$ cat src/rtl/mdu_pkg.sv
// Shared types for the MDU HI/LO controller: op and state encodings, divider timing, helpers.
// The optional multiply-accumulate ops are enabled with the MDU_ACCUM_EN macro.
package mdu_pkg;

    typedef enum logic [3:0] {
        OP_NONE  = 4'd0,
        OP_MULT  = 4'd1,
        OP_MULTU = 4'd2,
        OP_DIV   = 4'd3,
        OP_DIVU  = 4'd4,
        OP_MTHI  = 4'd5,
        OP_MTLO  = 4'd6,
        OP_MUL   = 4'd7,
        OP_MADD  = 4'd8,
        OP_MADDU = 4'd9,
        OP_MSUB  = 4'd10,
        OP_MSUBU = 4'd11
    } mdu_op_e;

    typedef enum logic [1:0] {
        S_IDLE = 2'd0,
        S_MUL  = 2'd1,
        S_DIV  = 2'd2,
        S_ACC  = 2'd3
    } mdu_state_e;

    // Accept-to-commit cycles of a divide: load, 32 iterations, sign fix, commit.
    localparam int DIV_CYCLES = 34;

    function automatic logic op_is_signed(mdu_op_e op);
        return (op == OP_MULT) || (op == OP_DIV) || (op == OP_MUL) ||
               (op == OP_MADD) || (op == OP_MSUB);
    endfunction

    function automatic logic [31:0] abs32(logic [31:0] x, logic is_signed);
        return (is_signed && x[31]) ? (32'd0 - x) : x;
    endfunction

endpackage

$ cat src/rtl/mdu_hilo_ctrl_div.sv
// Iterative restoring divider: one load cycle, 32 shift/subtract steps, one sign-fix cycle.
// done pulses for one cycle with quotient/remainder valid; clear abandons the operation.
module mdu_div_iter
    import mdu_pkg::*;
(
    input  logic        clk,
    input  logic        resetn,
    input  logic        clear,
    input  logic        start,
    input  logic        is_signed,
    input  logic [31:0] dividend,
    input  logic [31:0] divisor,
    output logic        busy,
    output logic        done,
    output logic [31:0] quotient,
    output logic [31:0] remainder
);

    localparam logic [5:0] ITERS = 6'(DIV_CYCLES - 2);

    logic        run_q, run_d;
    logic        done_q, done_d;
    logic [5:0]  cnt_q, cnt_d;
    logic [31:0] quot_q, quot_d;
    logic [31:0] rem_q, rem_d;
    logic [31:0] dvsr_q, dvsr_d;
    logic [31:0] dvnd_q, dvnd_d;
    logic        q_neg_q, q_neg_d;
    logic        r_neg_q, r_neg_d;
    logic        div0_q, div0_d;
    logic [32:0] shifted;
    logic [32:0] trial;

    always_comb begin
        run_d   = run_q;
        done_d  = 1'b0;
        cnt_d   = cnt_q;
        quot_d  = quot_q;
        rem_d   = rem_q;
        dvsr_d  = dvsr_q;
        dvnd_d  = dvnd_q;
        q_neg_d = q_neg_q;
        r_neg_d = r_neg_q;
        div0_d  = div0_q;
        shifted = {rem_q, quot_q[31]};
        trial   = shifted - {1'b0, dvsr_q};

        if (clear) begin
            run_d = 1'b0;
        end else if (start) begin
            run_d   = 1'b1;
            cnt_d   = 6'd0;
            rem_d   = 32'd0;
            quot_d  = abs32(dividend, is_signed);
            dvsr_d  = abs32(divisor, is_signed);
            dvnd_d  = dividend;
            q_neg_d = is_signed && (dividend[31] ^ divisor[31]);
            r_neg_d = is_signed && dividend[31];
            div0_d  = (divisor == 32'd0);
        end else if (run_q) begin
            if (cnt_q != ITERS) begin
                // A clear borrow bit means the shifted partial remainder covered the divisor.
                if (!trial[32]) begin
                    rem_d  = trial[31:0];
                    quot_d = {quot_q[30:0], 1'b1};
                end else begin
                    rem_d  = shifted[31:0];
                    quot_d = {quot_q[30:0], 1'b0};
                end
                cnt_d = cnt_q + 6'd1;
            end else begin
                run_d  = 1'b0;
                done_d = 1'b1;
                if (div0_q) begin
                    quot_d = 32'hFFFF_FFFF;
                    rem_d  = dvnd_q;
                end else begin
                    quot_d = q_neg_q ? (32'd0 - quot_q) : quot_q;
                    rem_d  = r_neg_q ? (32'd0 - rem_q) : rem_q;
                end
            end
        end
    end

    always_ff @(posedge clk) begin
        if (!resetn) begin
            run_q   <= 1'b0;
            done_q  <= 1'b0;
            cnt_q   <= 6'd0;
            quot_q  <= 32'd0;
            rem_q   <= 32'd0;
            dvsr_q  <= 32'd0;
            dvnd_q  <= 32'd0;
            q_neg_q <= 1'b0;
            r_neg_q <= 1'b0;
            div0_q  <= 1'b0;
        end else begin
            run_q   <= run_d;
            done_q  <= done_d;
            cnt_q   <= cnt_d;
            quot_q  <= quot_d;
            rem_q   <= rem_d;
            dvsr_q  <= dvsr_d;
            dvnd_q  <= dvnd_d;
            q_neg_q <= q_neg_d;
            r_neg_q <= r_neg_d;
            div0_q  <= div0_d;
        end
    end

    assign busy      = run_q;
    assign done      = done_q;
    assign quotient  = quot_q;
    assign remainder = rem_q;

endmodule

$ cat src/rtl/mdu_hilo_ctrl.sv
// MDU sequencer owning HI/LO: pipelined multiplier inline, iterative divider as sub-module.
// Define MDU_ACCUM_EN to enable MADD/MADDU/MSUB/MSUBU; otherwise those ops retire as no-ops.
module mdu_hilo_ctrl
    import mdu_pkg::*;
#(
    parameter int MUL_LAT = 2
) (
    input  logic        clk,
    input  logic        resetn,
    input  logic        req_valid,
    output logic        req_ready,
    input  mdu_op_e     req_op,
    input  logic [31:0] req_a,
    input  logic [31:0] req_b,
    input  logic        flush,
    output logic        busy,
    output logic        done,
    output logic [31:0] hi_o,
    output logic [31:0] lo_o,
    output logic [31:0] mul_result,
    output mdu_state_e  dbg_state
);

    // Handshake: an op is taken on a rising edge where req_valid & req_ready & ~flush.
    // req_ready is high only in IDLE, so EX holds the op (and stalls) while busy is high.

    mdu_state_e  state_q, state_d;
    mdu_op_e     op_q, op_d;
    logic        done_q, done_d;
    logic [31:0] hi_q, hi_d;
    logic [31:0] lo_q, lo_d;
    logic [31:0] mul_res_q, mul_res_d;
    logic [7:0]  cnt_q, cnt_d;
    logic [63:0] pipe_q [MUL_LAT];
    logic [63:0] pipe_d [MUL_LAT];
    logic [63:0] pipe_last;
    logic [63:0] mul_a, mul_b, mul_prod;
    logic        accept;
    logic        req_signed;
    logic        div_start, div_busy, div_done;
    logic [31:0] div_quot, div_rem;
`ifdef MDU_ACCUM_EN
    logic [63:0] prod_q, prod_d;
    logic [63:0] acc_sum;
`endif

    assign req_ready  = (state_q == S_IDLE);
    assign busy       = ~req_ready;
    assign accept     = req_valid && req_ready && !flush;
    assign req_signed = op_is_signed(req_op);
    assign div_start  = accept && ((req_op == OP_DIV) || (req_op == OP_DIVU));

    // Low 64 bits of the 33x33 product are the same whether extended to 64 or 66 bits.
    assign mul_a     = {{32{req_signed && req_a[31]}}, req_a};
    assign mul_b     = {{32{req_signed && req_b[31]}}, req_b};
    assign mul_prod  = mul_a * mul_b;
    assign pipe_last = pipe_q[MUL_LAT-1];

    always_comb begin
        pipe_d = pipe_q;
        if (accept) pipe_d[0] = mul_prod;
        for (int i = 1; i < MUL_LAT; i++) pipe_d[i] = pipe_q[i-1];
    end

`ifdef MDU_ACCUM_EN
    assign acc_sum = ((op_q == OP_MSUB) || (op_q == OP_MSUBU)) ?
                     ({hi_q, lo_q} - prod_q) : ({hi_q, lo_q} + prod_q);
`endif

    always_comb begin
        state_d   = state_q;
        op_d      = op_q;
        done_d    = 1'b0;
        hi_d      = hi_q;
        lo_d      = lo_q;
        mul_res_d = mul_res_q;
        cnt_d     = cnt_q;
`ifdef MDU_ACCUM_EN
        prod_d    = prod_q;
`endif
        if (flush) begin
            state_d = S_IDLE;
        end else begin
            case (state_q)
                S_IDLE: begin
                    if (accept) begin
                        case (req_op)
                            OP_MTHI: hi_d = req_a;
                            OP_MTLO: lo_d = req_a;
                            OP_MULT, OP_MULTU, OP_MUL: begin
                                state_d = S_MUL;
                                op_d    = req_op;
                                cnt_d   = 8'd0;
                            end
                            OP_DIV, OP_DIVU: begin
                                state_d = S_DIV;
                                op_d    = req_op;
                            end
                            OP_MADD, OP_MADDU, OP_MSUB, OP_MSUBU: begin
`ifdef MDU_ACCUM_EN
                                state_d = S_MUL;
                                op_d    = req_op;
                                cnt_d   = 8'd0;
`endif
                            end
                            default: ;
                        endcase
                    end
                end
                S_MUL: begin
                    if (cnt_q == 8'(MUL_LAT - 1)) begin
                        case (op_q)
                            OP_MUL: begin
                                mul_res_d = pipe_last[31:0];
                                done_d    = 1'b1;
                                state_d   = S_IDLE;
                            end
`ifdef MDU_ACCUM_EN
                            OP_MADD, OP_MADDU, OP_MSUB, OP_MSUBU: begin
                                prod_d  = pipe_last;
                                state_d = S_ACC;
                            end
`endif
                            default: begin
                                {hi_d, lo_d} = pipe_last;
                                done_d       = 1'b1;
                                state_d      = S_IDLE;
                            end
                        endcase
                    end else begin
                        cnt_d = cnt_q + 8'd1;
                    end
                end
                S_DIV: begin
                    if (div_done) begin
                        hi_d    = div_rem;
                        lo_d    = div_quot;
                        done_d  = 1'b1;
                        state_d = S_IDLE;
                    end else if (!div_busy) begin
                        state_d = S_IDLE;
                    end
                end
`ifdef MDU_ACCUM_EN
                S_ACC: begin
                    {hi_d, lo_d} = acc_sum;
                    done_d       = 1'b1;
                    state_d      = S_IDLE;
                end
`endif
                default: state_d = S_IDLE;
            endcase
        end
    end

    always_ff @(posedge clk) begin
        if (!resetn) begin
            state_q   <= S_IDLE;
            op_q      <= OP_NONE;
            done_q    <= 1'b0;
            hi_q      <= 32'd0;
            lo_q      <= 32'd0;
            mul_res_q <= 32'd0;
            cnt_q     <= 8'd0;
        end else begin
            state_q   <= state_d;
            op_q      <= op_d;
            done_q    <= done_d;
            hi_q      <= hi_d;
            lo_q      <= lo_d;
            mul_res_q <= mul_res_d;
            cnt_q     <= cnt_d;
        end
    end

    always_ff @(posedge clk) begin
        pipe_q <= pipe_d;
`ifdef MDU_ACCUM_EN
        prod_q <= prod_d;
`endif
    end

    mdu_div_iter u_div (
        .clk       (clk),
        .resetn    (resetn),
        .clear     (flush),
        .start     (div_start),
        .is_signed (req_signed),
        .dividend  (req_a),
        .divisor   (req_b),
        .busy      (div_busy),
        .done      (div_done),
        .quotient  (div_quot),
        .remainder (div_rem)
    );

    assign done       = done_q;
    assign hi_o       = hi_q;
    assign lo_o       = lo_q;
    assign mul_result = mul_res_q;
    assign dbg_state  = state_q;

endmodule

$ cat config.mk
export PLATFORM = sky130hd
export DESIGN_NAME = mdu_hilo_ctrl
export DESIGN_NICKNAME = d
export VERILOG_FILES = /design/src/rtl/mdu_pkg.sv /design/src/rtl/mdu_hilo_ctrl_div.sv /design/src/rtl/mdu_hilo_ctrl.sv
export SDC_FILE = /design/constraint.sdc
export NUM_CORES = 2
export LEC_CHECK = 0
export BUFFER_PORTS_ARGS = -buffer_cell sky130_fd_sc_hd__buf_2
export CAP_MARGIN = 20
export CELL_PAD_IN_SITES_DETAIL_PLACEMENT = 1
export CELL_PAD_IN_SITES_GLOBAL_PLACEMENT = 1
export CORE_UTILIZATION = 45
export CTS_CLUSTER_DIAMETER = 200
export DETAILED_ROUTE_END_ITERATION = 16
export GPL_TIMING_DRIVEN = 0
export PLACE_DENSITY = 0.78
export SLEW_MARGIN = 20
export SYNTH_ARGS = -nofsm -noshare
export SYNTH_HDL_FRONTEND = slang
export SYNTH_HIERARCHICAL = 1
export SYNTH_SLANG_ARGS = --single-unit
$ cat constraint.sdc
create_clock -name clk -period 10.9 [get_ports clk]
set_clock_uncertainty 0.15 [all_clocks]
set_input_delay 1.09 -clock clk [delete_from_list [all_inputs] [get_ports clk]]
set_output_delay 1.09 -clock clk [all_outputs]
set_load 0.01 [all_outputs]
==> impl_metrics.csv <==
group,metric,value,unit
job,maxCapViolations,0,
layout,areaGrowthSynthToFinish,7.77,%
floorplanning,num_rows,130,
place,gp_congestion,1.04,
synthesis,synth_xor_area_share,3.08,%
hold_path,hold_class,"reg2reg",
clock_tree,clock_latency,0.61,ns
clock_tree,cts_buffers,37,
route,drc,0,
synthesis,syn_inst,6499,
route,drtPass1Iterations,8,
timing,fin_crit,10.82,ns
layout,nFillCells,14901,
grt,gr-usage-all-layers,39.3,%
grt,grt_pass1_vias,53800,
synthesis,synthFlopType,"dfxtp_1",
synthesis,synth_cell_types,93,
route,viasPerCell,5.91,
synthesis,synth_adder_area_share,45.1,%
layout,nets,8176,
critical_path,critPathSlowestCell,"fa_2",
place,hpwl,205000,um
route,wire_per_inst,29.8,um
grt,grt_max_degree,25,
route,drtIter0Drc,4735,
synthesis,seq_area_frac_synth,14.4,%
clock_tree,cts_root_buf,"clkbuf_16",
timing,fin_crit_sh,99.3,%
run_status,status,"completed",
critical_path,crit_top_cell,"fa_1",
synthesis,yosys_warnings,6,
synthesis,avgSynthCellArea,8.79,um2
clock_tree,clkTransAtPathRegs,0.07,ns
place,dpl_cell_area,0.0601,mm2
synthesis,synth_area_leaders,"fa_1 39%, dfxtp_1 11%, inv_1 7.9%",
clock_tree,cts_tree,"yes",
synthesis,synth_top_family_by_area,"adder cells",
critical_path,crit_path_start_kind,"input port",
route,dr_total_vias,49792,
synthesis,synth.top_cell.area_share,39.5,%
route,ant_nets,0,
floorplanning,io-pin-count,173,
floorplanning,fp.dieH,358,um
timing,relSlewSlack,13.1,%
grt,grt_pass1_wl,361000,um
floorplanning,core,0.126,mm2
clock_tree,clock_sinks,378,
layout,seq_area,0.00821,mm2
critical_path,arrival,10.99,ns
layout,stdcell_area,0.0616,mm2
synthesis,synth.area.mux_share,0.107,%
timing,worst_slew_pin_slew,1.30,ns
clock_tree,cts_hold_buf,0,
floorplanning,initial_core_util,45.4,%
synthesis,synth-simple-area-share,16.2,%
timing,worst_hold_slack,0.166,ns
floorplanning,die_w,358,um
grt,grt-ovfl-total,0,
synthesis,synth-async-reset-ratio,0,%
critical_path,cp.required,11.07,ns
clock_tree,htree_levels,2,
place,numPortBuffers,172,
synthesis,synth_compound_area_share,10.5,%
synthesis,synth_nets,7953,
timing,slew_violations,0,
layout,multi_input_area,0.0429,mm2
critical_path,slowest_delay,0.73,ns
timing,rsz0062_at_grt,"no",
timing,final_hold_viol_count,0,
timing,fmax,92.4,MHz
grt,grt_antenna_before_repair,29,
synthesis,yosysTopAreaCell,"fa_1",
critical_path,worstSetupPathType,"in2reg",
layout,drive_above_1_share,4.92,%
floorplanning,die-area,0.128,mm2
route,drt-total-wl,251000,um
clock_tree,clockBufferDepth,3,
critical_path,worst_setup_path_end_kind,"flop",
synthesis,ys_ff_latch,378,
timing,setup-violations-final,0,
synthesis,synth_edf_count,64,
synthesis,synth_area,0.0571,mm2
critical_path,crit_fanout,16,
[per-stage QoR]
stage          instances  util [%]  setup slack, ns  TNS (ns)
2_1_floorplan       6499         -             1.79         0
3_3_place_gp        8321      47.8            -2.15   -151.77
3_5_place_dp        8329      47.8            -1.25    -17.65
4_1_cts             8397      48.9           0.0902         0
5_1_grt             8403      48.9           0.0959         0
6_report            8421      49.0           0.0801         0
[timing repair]
action,4_1_cts,5_1_grt
endpoints found under the setup margin,17,10
buffers inserted,0,4
resized for setup,6,7
[registers in the layout (all words and copies together) (netlist names), 8 cells and up]
signal	flops
u_div/quotient	32
pipe_d	64
pipe_last	64
hi_o	32
u_div/remainder	32
cnt_q	8
mul_result	32
u_div/dvsr_q	32
lo_o	32
u_div/dvnd_q	32
[routing by layer]
metal | routed length, um | vias up | share of wire, % | global-route usage [%]
met5 | 167 | - | 0.067 | 0
met4 | 19600 | 26 | 7.8 | 26.9
met3 | 27500 | 784 | 11 | 11.3
met2 | 112000 | 2861 | 44 | 61.2
met1 | 91900 | 25514 | 37 | 47.0
li1 | - | 20607 | - | -
[worst paths after layout]
check | depth (start not counted) | to | slack (ns) | start
min | 0 | pipe_last[46] | 0.17 | pipe_d[46]
max reg2reg | 13 | u_div/remainder[21] | 6.00 | dbg_state[0]
min reg2reg | 0 | pipe_last[46] | 0.17 | pipe_d[46]
max | 30 | pipe_d[55] | 0.08 | req_op[2]
[layout by cell type (no fill, tap or decap), types with 56 or more instances in the layout]
master / count
and2_1: 316
nor2b_1: 80
a211oi_1: 113
inv_1: 1199
fa_1: 1124
xor2_1: 90
ha_1: 256
nor2_1: 278
o21ai_0: 120
a22oi_1: 80
xnor2_1: 111
nor3_1: 56
buf_2: 190
edfxtp_1: 64
clkbuf_1: 358
nand2_1: 1045
a21oi_1: 313
dfxtp_1: 314
[Yosys cell counts (34+ instances only)]
master,n
and3_1,34
nand4_1,35
o21ai_0,121
a211oi_1,113
xnor2_1,111
nand3_1,35
edfxtp_1,64
fa_1,1126
a22oi_1,80
clkbuf_1,361
nor2_1,278
nor2b_1,80
ha_1,256
xor2_1,90
and2_1,316
dfxtp_1,314
inv_1,1200
nor3_1,56
a21oi_1,313
nand2_1,1045
[worst max-delay path: cells and delay by family]
kind	cells	cell delay, ns
AO/OA/AOI/OAI	6	1.64
XOR/XNOR	1	0.13
adder cells (fa/ha/maj)	9	4.75
buffers and inverters	10	1.97
AND/OR/NAND/NOR	4	1.34
[layout make-up]
type                            instances  share of cell area [%]
Clock buffer                           47                    1.68
Antenna cell                           20                  0.0813
Tap cell                             1650                    3.35
Inverter                             1201                    7.33
Timing Repair Buffer                  184                    1.58
Clock inverter                         21                   0.433
Multi-Input combinational cell       4524                    69.6
Sequential cell                       378                    13.3
Buffer                                396                    2.60
[cell families (layout without fill, tap and decap cells)]
logic type               after synthesis  count (layout)
AO/OA/AOI/OAI                        931             931
adder cells (fa/ha/maj)             1382            1382
flip-flops                           378             378
other                                  0              20
buffers and inverters               1597            1849
XOR/XNOR                             201             201
AND/OR/NAND/NOR                     2004            2004
multiplexers                           6               6
Power is not shown: default switching activity piles up to over one toggle a cycle in this logic, so the estimate is an artifact.
